==> src/rtl/pipeline_ctrl_pkg.sv <==
// Shared RV32I pipeline types: opcodes, register index, sequencer state.
package rv32i_types;

  localparam int unsigned CNT_W = 32;
  localparam int unsigned REG_W = 5;

  typedef logic [REG_W-1:0] rv32i_reg;

  typedef enum logic [6:0] {
    op_lui   = 7'b0110111,
    op_auipc = 7'b0010111,
    op_jal   = 7'b1101111,
    op_jalr  = 7'b1100111,
    op_br    = 7'b1100011,
    op_load  = 7'b0000011,
    op_store = 7'b0100011,
    op_imm   = 7'b0010011,
    op_reg   = 7'b0110011,
    op_csr   = 7'b1110011
  } rv32i_opcode;

  typedef enum logic [1:0] {
    st_run     = 2'd0,
    st_bubble  = 2'd1,
    st_ld_fwd  = 2'd2,
    st_flushed = 2'd3
  } pipe_state_t;

endpackage

==> src/rtl/pipeline_ctrl_perf_counter.sv <==
// Wrapping performance counter with a single-cycle increment enable.
module perf_counter
  import rv32i_types::*;
(
  input  logic             clk,
  input  logic             rst,
  input  logic             inc,
  output logic [CNT_W-1:0] count
);

  always_ff @(posedge clk or posedge rst) begin
    if (rst) count <= '0;
    else if (inc) count <= count + CNT_W'(1);
  end

endmodule

==> src/rtl/pipeline_ctrl.sv <==
// Stall/flush sequencer for the 5-stage RV32I pipeline: load-use bubbles,
// memory freezes, taken-branch flushes and the WB load-forward hint.
module pipeline_ctrl
  import rv32i_types::*;
(
  input  logic             clk,
  input  logic             rst,
  input  rv32i_opcode      ex_opcode,
  input  rv32i_reg         ex_rd,
  input  rv32i_reg         id_rs1,
  input  rv32i_reg         id_rs2,
  input  logic             id_uses_rs1,
  input  logic             id_uses_rs2,
  input  logic             br_taken_ex,
  input  logic             imem_read,
  input  logic             imem_resp,
  input  logic             dmem_read,
  input  logic             dmem_write,
  input  logic             dmem_resp,
  output logic             load_pc,
  output logic             load_if_id,
  output logic             load_id_ex,
  output logic             load_ex_mem,
  output logic             load_mem_wb,
  output logic             flush_if_id,
  output logic             flush_id_ex,
  output logic             ld_fwd_wb,
  output logic [CNT_W-1:0] stall_cycles,
  output logic [CNT_W-1:0] bubble_count,
  output logic [CNT_W-1:0] flush_count
);

  pipe_state_t state, next_state;
  logic mem_busy, advance, hazard_raw, lu_hazard, br_take;
  logic stall_inc, bubble_inc, flush_inc;

  assign mem_busy = (imem_read & ~imem_resp) | ((dmem_read | dmem_write) & ~dmem_resp);
  assign advance  = ~mem_busy;

  assign hazard_raw = (ex_opcode == op_load) && (ex_rd != '0) &&
                      ((id_uses_rs1 && (id_rs1 == ex_rd)) ||
                       (id_uses_rs2 && (id_rs2 == ex_rd)));

  // ID is a squashed slot after a flush; EX holds a bubble in st_bubble
  assign lu_hazard = hazard_raw && (state != st_flushed) && (state != st_bubble);
  assign br_take   = br_taken_ex && (state != st_bubble);

  // State register
  always_ff @(posedge clk or posedge rst) begin
    if (rst) state <= st_run;
    else     state <= next_state;
  end

  // Next state: frozen while memory is busy
  always_comb begin
    next_state = state;
    if (advance) begin
      case (state)
        st_bubble: next_state = st_ld_fwd;
        default: begin
          if (br_take)        next_state = st_flushed;
          else if (lu_hazard) next_state = st_bubble;
          else                next_state = st_run;
        end
      endcase
    end
  end

  // Output decode: memory stall > branch flush > load-use bubble > normal
  always_comb begin
    load_pc     = 1'b0;
    load_if_id  = 1'b0;
    load_id_ex  = 1'b0;
    load_ex_mem = 1'b0;
    load_mem_wb = 1'b0;
    flush_if_id = 1'b0;
    flush_id_ex = 1'b0;
    ld_fwd_wb   = 1'b0;
    stall_inc   = 1'b0;
    bubble_inc  = 1'b0;
    flush_inc   = 1'b0;
    if (!rst) begin
      ld_fwd_wb = (state == st_ld_fwd);
      if (mem_busy) begin
        stall_inc = 1'b1;
      end else if (br_take) begin
        load_pc     = 1'b1;
        load_if_id  = 1'b1;
        load_id_ex  = 1'b1;
        load_ex_mem = 1'b1;
        load_mem_wb = 1'b1;
        flush_if_id = 1'b1;
        flush_id_ex = 1'b1;
        flush_inc   = 1'b1;
      end else if (lu_hazard) begin
        load_id_ex  = 1'b1;
        load_ex_mem = 1'b1;
        load_mem_wb = 1'b1;
        flush_id_ex = 1'b1;
        bubble_inc  = 1'b1;
      end else begin
        load_pc     = 1'b1;
        load_if_id  = 1'b1;
        load_id_ex  = 1'b1;
        load_ex_mem = 1'b1;
        load_mem_wb = 1'b1;
      end
    end
  end

  perf_counter u_stall_ctr  (.clk(clk), .rst(rst), .inc(stall_inc),  .count(stall_cycles));
  perf_counter u_bubble_ctr (.clk(clk), .rst(rst), .inc(bubble_inc), .count(bubble_count));
  perf_counter u_flush_ctr  (.clk(clk), .rst(rst), .inc(flush_inc),  .count(flush_count));

endmodule
==> config.mk <==
export PLATFORM = sky130hd
export DESIGN_NAME = pipeline_ctrl
export DESIGN_NICKNAME = d
export VERILOG_FILES = /design/src/rtl/pipeline_ctrl_pkg.sv /design/src/rtl/pipeline_ctrl_perf_counter.sv /design/src/rtl/pipeline_ctrl.sv
export SDC_FILE = /design/constraint.sdc
export NUM_CORES = 1
export LEC_CHECK = 0
export ABC_AREA = 1
export BUFFER_PORTS_ARGS = -buffer_cell sky130_fd_sc_hd__buf_2
export CELL_PAD_IN_SITES_DETAIL_PLACEMENT = 1
export CELL_PAD_IN_SITES_GLOBAL_PLACEMENT = 2
export CORE_UTILIZATION = 34
export CTS_BUF_LIST = sky130_fd_sc_hd__clkbuf_4 sky130_fd_sc_hd__clkbuf_8
export DETAILED_ROUTE_END_ITERATION = 12
export GPL_TIMING_DRIVEN = 0
export HOLD_SLACK_MARGIN = 0.02
export PLACE_DENSITY_LB_ADDON = 0.1
export REMOVE_ABC_BUFFERS = 1
export SYNTH_ARGS = -nofsm -noshare
export SYNTH_HDL_FRONTEND = slang
export SYNTH_SLANG_ARGS = --single-unit
==> constraint.sdc <==
create_clock -name clk -period 6.81 [get_ports clk]
set_input_delay 0.3405 -clock clk [delete_from_list [all_inputs] [get_ports clk]]
set_output_delay 0.3405 -clock clk [all_outputs]
set_load 0.02 [all_outputs]
# Word-level counts from Yosys, hierarchy flattened
# Cells that the tools add are included.
dict set report classes {
  bitwise 6
  n_addsub 3
  n_eq_ne 7
  reduce_logical 9
  mux 22
}
# op n
set op_table {}
lappend op_table {{$add 32x1->32 const B} 3}
lappend op_table {{$mux 1} 20}
lappend op_table {{$eq 5x5->1} 2}
lappend op_table {{$eq 7x2->1 const B} 1}
lappend op_table {{$logic_and 1x1->1} 7}
lappend op_table {{$reduce_bool 5->1} 1}
lappend op_table {{$mux 2} 2}
lappend op_table {{$and 1x1->1} 2}
lappend op_table {{$eq 2x1->1 const B} 1}
lappend op_table {{$eq 2x2->1 const B} 1}
lappend op_table {{$ne 2x1->1 const B} 1}
lappend op_table {{$ne 2x2->1 const B} 1}
lappend op_table {{$not 1->1} 2}
lappend op_table {{$or 1x1->1} 2}
lappend op_table {{$logic_or 1x1->1} 1}
dict set report totals {
  inputBits 32
  out_inout_bits 104
  ff_bits 98
}

# Depth between registers and ports, before layout
dict set report depth {
  depth_word 10
  ltp_mapped 12
  depth_no_buf 11
}

# Modules after synthesis
# A second synthesis with hierarchy kept.
dict set report unflattened {
  cells_unflattened 713
  hier_area_um2 5631.7
}
# module area_per_inst_um2 n_inst cells_each seq_area_each_um2
set by_module_without_submodules {}
lappend by_module_without_submodules {{perf_counter at u_bubble_ctr ...} 1730.4 2 207 800.8}
lappend by_module_without_submodules {{perf_counter at u_flush_ctr} 1722.9 1 207 800.8}
lappend by_module_without_submodules {pipeline_ctrl 447.9 1 92 50.0}

# Worst setup path before layout
# No wires, ideal clock.
dict set report synth_timing {
  path_type {input to register}
  start {input port rst}
  end {register u_stall_ctr.count[25]}
  setup_time_ps 120
  setup_slack_ps 3311
  t_required_ps 6690
  t_arrival_ps 3378
  stages 8
  path_cell_list {inv_1 -> nand2_4 -> nor2_4 -> nand2_2 -> nor2_8 -> nand2_4 -> o21ai_1 -> nand2_1}
}
dict set report synth_between {
  elab_chain_len 1
}
# item line
set synth_lines {}
lappend synth_lines {{start, declared} pipeline_ctrl.sv:7} ;# input logic rst,
lappend synth_lines {{$mux 1} pipeline_ctrl.sv:82} ;# if (!rst) begin
lappend synth_lines {{end signal, assigned} pipeline_ctrl_perf_counter.sv:13} ;# else if (inc) count <= count + CNT_W'(1);
lappend synth_lines {{end, declared} pipeline_ctrl_perf_counter.sv:8} ;# output logic [CNT_W-1:0] count
# No other way between the ends.
# A chain may end at the register's enable or synchronous reset.

# Worst setup path in the final report
dict set report layout_timing {
  start {register state[0]}
  end {register u_bubble_ctr.count[25]}
}
dict set report layout_between {
  elab_chain_len 7
  word_cells_on_any_way 9
  classes_between {eq/ne (2); mux (4); reduce/logical (3)}
}
# item line
set layout_lines {}
lappend layout_lines {{start, declared} pipeline_ctrl.sv:33} ;# pipe_state_t state, next_state;
lappend layout_lines {{start signal, assigned} pipeline_ctrl.sv:50} ;# if (rst) state <= st_run;
lappend layout_lines {{start signal, assigned} pipeline_ctrl.sv:51} ;# else state <= next_state;
lappend layout_lines {{$ne 2x2->1} pipeline_ctrl.sv:45} ;# assign lu_hazard = hazard_raw && (state != st_flushed) && (state != st_bubble);
lappend layout_lines {{$logic_and 1x1->1 (2 in a row)} pipeline_ctrl.sv:45}
lappend layout_lines {{$mux 1} pipeline_ctrl.sv:95} ;# end else if (lu_hazard) begin
lappend layout_lines {{$mux 1 *} pipeline_ctrl.sv:86} ;# end else if (br_take) begin
lappend layout_lines {{$mux 1 *} pipeline_ctrl.sv:84} ;# if (mem_busy) begin
lappend layout_lines {{$mux 1 *} pipeline_ctrl.sv:82}
lappend layout_lines {{end signal, assigned} pipeline_ctrl_perf_counter.sv:13}
lappend layout_lines {{end, declared} pipeline_ctrl_perf_counter.sv:8}
# Mark *: on every way between the ends. The rest lies on a longest branch, timed or not.

==> impl_metrics.yaml <==
drt:
  drcViolationCount: 0
  route.detailed.vias_per_inst: 4.70
  dr_wl_met2_um: 7480
  detail_route.wl_per_cell_um: 13.8
  detailroute.wirelength.met3_um: 579
  drt_iter0_drc: 118
  vias: 5208
  detail_route.first_pass.iterations: 4
  overall_routed_net_length_um: 15400
  top_layer: "met4"
  detail-route-antenna-nets: 0
  drt-met1-wl_um: 7110
clocking:
  cts_sink_cnt: 98
  worst_setup_hold_path_clk_slew_ps: 100
  tritoncts.num_buffers: 9
  tritoncts_clock_tree: "yes"
  cts_resized: 0
  clk-insertion-delay-late_ps: 380
  clock-root-buffer: "sky130_fd_sc_hd__clkbuf_8"
  ctsLongestPathBuffers: 2
  number_of_setup_buffers_added_after_cts: 0
  htreeDepth: 3
  ctsHoldBuffers: 0
floorplan:
  io-pin-count: 136
  design.core.area_um2: 16600
  initial_core_util_pct: 34.9
  die_h_um: 133
  die-width_um: 133
  die_area_um2: 17600
  num_rows: 47
timing:
  fin_crit_ps: 2590
  setup_violations: 0
  slew_viol_final: 0
  final_min_period_over_clock_period_pct: 38.0
  max_freq_mhz: 386
  rsz0062_at_grt: "false"
  hold_viol_final: 0
  finalWorstSetupSlack_ps: 4220
  finalSetupTns_ps: 0
  maxSlewHeadroom_pct: 46.6
  worst-slew-pin-transition_ps: 800
  clock-skew-final_ps: 16.0
critical_path:
  ff2ff_path_depth: 8
  r2r_setup_slack_ps: 4220
  critical_path.reg2reg.startpoint: "state[0]$_DFFE_PP0N_"
  crit_required_ps: 7090
  setup.worst_path.end: "u_bubble_ctr.count[25]$_DFFE_PP0P_"
  crit_path_start_kind: "register"
  setup.worst_path.class: "reg -> reg"
  cp-end-kind: "register"
  cp.arrival_ps: 2870
  path_max_fanout: 33
  crit_start: "state[0]$_DFFE_PP0N_"
  capture_point_of_the_worst_reg_to_reg_path: "u_bubble_ctr.count[25]$_DFFE_PP0P_"
logic_synthesis:
  sequential_area_share_after_synthesis_pct: 42.3
  synth_cell_types: 32
  mapped_cell_area_um2: 5800
  postSynthAreaPerCell_um2: 7.76
  synth_register_bits: 98
  post_synth_inst_count: 748
  ys_warn_count: 0
global_routing:
  grt_pass1_wl_um: 26800
  grt_remaining_overflow: 0
  largest_net_degree_at_the_start_of_global_routing: 56
  grt.total_usage_pct: 18.8
  first_global_vias: 5563
  grt_antenna_before_repair: 0
placed_design:
  placed_cells_incl_taps: 1093
  numPortBuffers: 135
  dp_slack_ps: 4040
  gpl.final_weighted_congestion: 0.770
  placed_cell_area_um2: 6710
  place.detailed.hpwl_um: 12000
status:
  status: "completed"
cells_and_area:
  finish.net_count: 919
  final_core_util_pct: 41.5
  area.sequential_um2: 2450
  fin_area_um2: 6910
  final_cell_count_no_fill: 1109
  multiInputGateArea_um2: 2930
  post_route_cells_drive_above_1_share_pct: 24.4
  n_antenna_cell: 0
  nFillCells: 2134
  area_delta_synth_final_pct: 19.0
power_and_ir_drop:
  leakagePower_nw: 3.58
  ir_drop_worst_case_vdd_mv: 0.117
  power_density_nw_per_um2: 193
hold_path:
  min_path_type: "in -> async"
run:
  drv.max_cap_violation_count: 0
## worst min-delay path by stage
stage | startpoint | end | slack, ps | depth (start not counted)
floorplan | br_taken_ex | state[1]$_DFFE_PP0N_ | 490 | 2
global placement | u_bubble_ctr.count[31]$_DFFE_PP0P_ | u_bubble_ctr.count[31]$_DFFE_PP0P_ | 470 | 2
detailed placement | u_bubble_ctr.count[31]$_DFFE_PP0P_ | u_bubble_ctr.count[31]$_DFFE_PP0P_ | 490 | 2
CTS | rst | u_bubble_ctr.count[21]$_DFFE_PP0P_ | 100 | 2
global route | rst | state[0]$_DFFE_PP0N_ | 130 | 2
finish | rst | state[0]$_DFFE_PP0N_ | 80 | 2
## final cells by class
type	instances	area share (%)
clock inverters	1	0.109
well taps	220	3.99
repair buffers	136	10.2
inverters	92	5.04
flip-flops and latches	98	35.5
multi-input cells	547	42.5
clock buffers	15	2.72
## stage by stage
step / total power [mW] / hold WS, ps
floorplan: 0.860 / 492
global placement: 0.951 / 469
detailed placement: 0.966 / 485
CTS: 1.36 / 99.0
global route: 1.41 / 130
finish: 1.33 / 82.0
## routing by layer
| metal | global-route usage, % | vias to the layer above |
|---|---|---|
| met4 | 5.56 | 0 |
| li1 | - | 2595 |
| met3 | 3.26 | 14 |
| met1 | 23.7 | 2517 |
| met2 | 33.0 | 82 |
| met5 | 0 | - |
## worst max-delay path: stages (launching register included)
cell	delay, ps
sky130_fd_sc_hd__dfrtp_1	420
sky130_fd_sc_hd__nor2_1	110
sky130_fd_sc_hd__nand4_1	100
sky130_fd_sc_hd__nor2_1	170
sky130_fd_sc_hd__nand4_2	650
sky130_fd_sc_hd__inv_2	760
sky130_fd_sc_hd__nand2_1	120
sky130_fd_sc_hd__nand2_1	90
sky130_fd_sc_hd__nand2_1	50
## report_power, final
group | internal [mW] | switching (mW) | leakage (nW)
sequential | 0.628 | 0.0629 | 1.30
combinational | 0.0888 | 0.168 | 2.18
clock | 0.176 | 0.210 | 0.100
total | 0.893 | 0.440 | 3.58
## Yosys cell counts, drive strengths merged
cell type,count,area [um^2]
dfrtp,98,2450
clkbuf,1,3.75
ha,3,37.5
nor3,27,166
clkinv,1,3.75
nor4,1,6.26
buf,10,67.6
xor2,31,272
o21ai,32,171
nand3b,14,105
nand2,232,916
xnor2,27,236
nand4,12,109
inv,91,342
a21oi,1,5.00
nand3,48,305
nor2,119,603
## sequential cells by signal (all words and copies together) (netlist names)
signal,cells
u_stall_ctr.count,32
u_bubble_ctr.count,32
state,2
u_flush_ctr.count,32
## placed cells by master, fill, tap and decap left out, drive strengths merged
cell | Yosys | layout
a21oi | 1 | 1
dfrtp | 98 | 98
xor2 | 31 | 31
clkinvlp | 0 | 1
xnor2 | 27 | 27
buf | 10 | 136
nand4 | 12 | 12
nand3b | 14 | 14
nor4 | 1 | 1
inv | 91 | 91
nor2 | 119 | 119
clkbuf | 1 | 15
clkinv | 1 | 1
nand3 | 48 | 48
nor3 | 27 | 27
nand2 | 232 | 232
o21ai | 32 | 32
ha | 3 | 3
## cell families (layout without fill, tap and decap cells)
family / count (synthesis) / after routing / share of synthesized area (%)
buffers and inverters: 103 / 244 / 7.18
XOR/XNOR: 58 / 58 / 8.76
flip-flops: 98 / 98 / 42.3
AO/OA/AOI/OAI: 33 / 33 / 3.04
adder cells (fa/ha/maj): 3 / 3 / 0.647
AND/OR/NAND/NOR: 453 / 453 / 38.1
(Power assumes the default switching activity.)
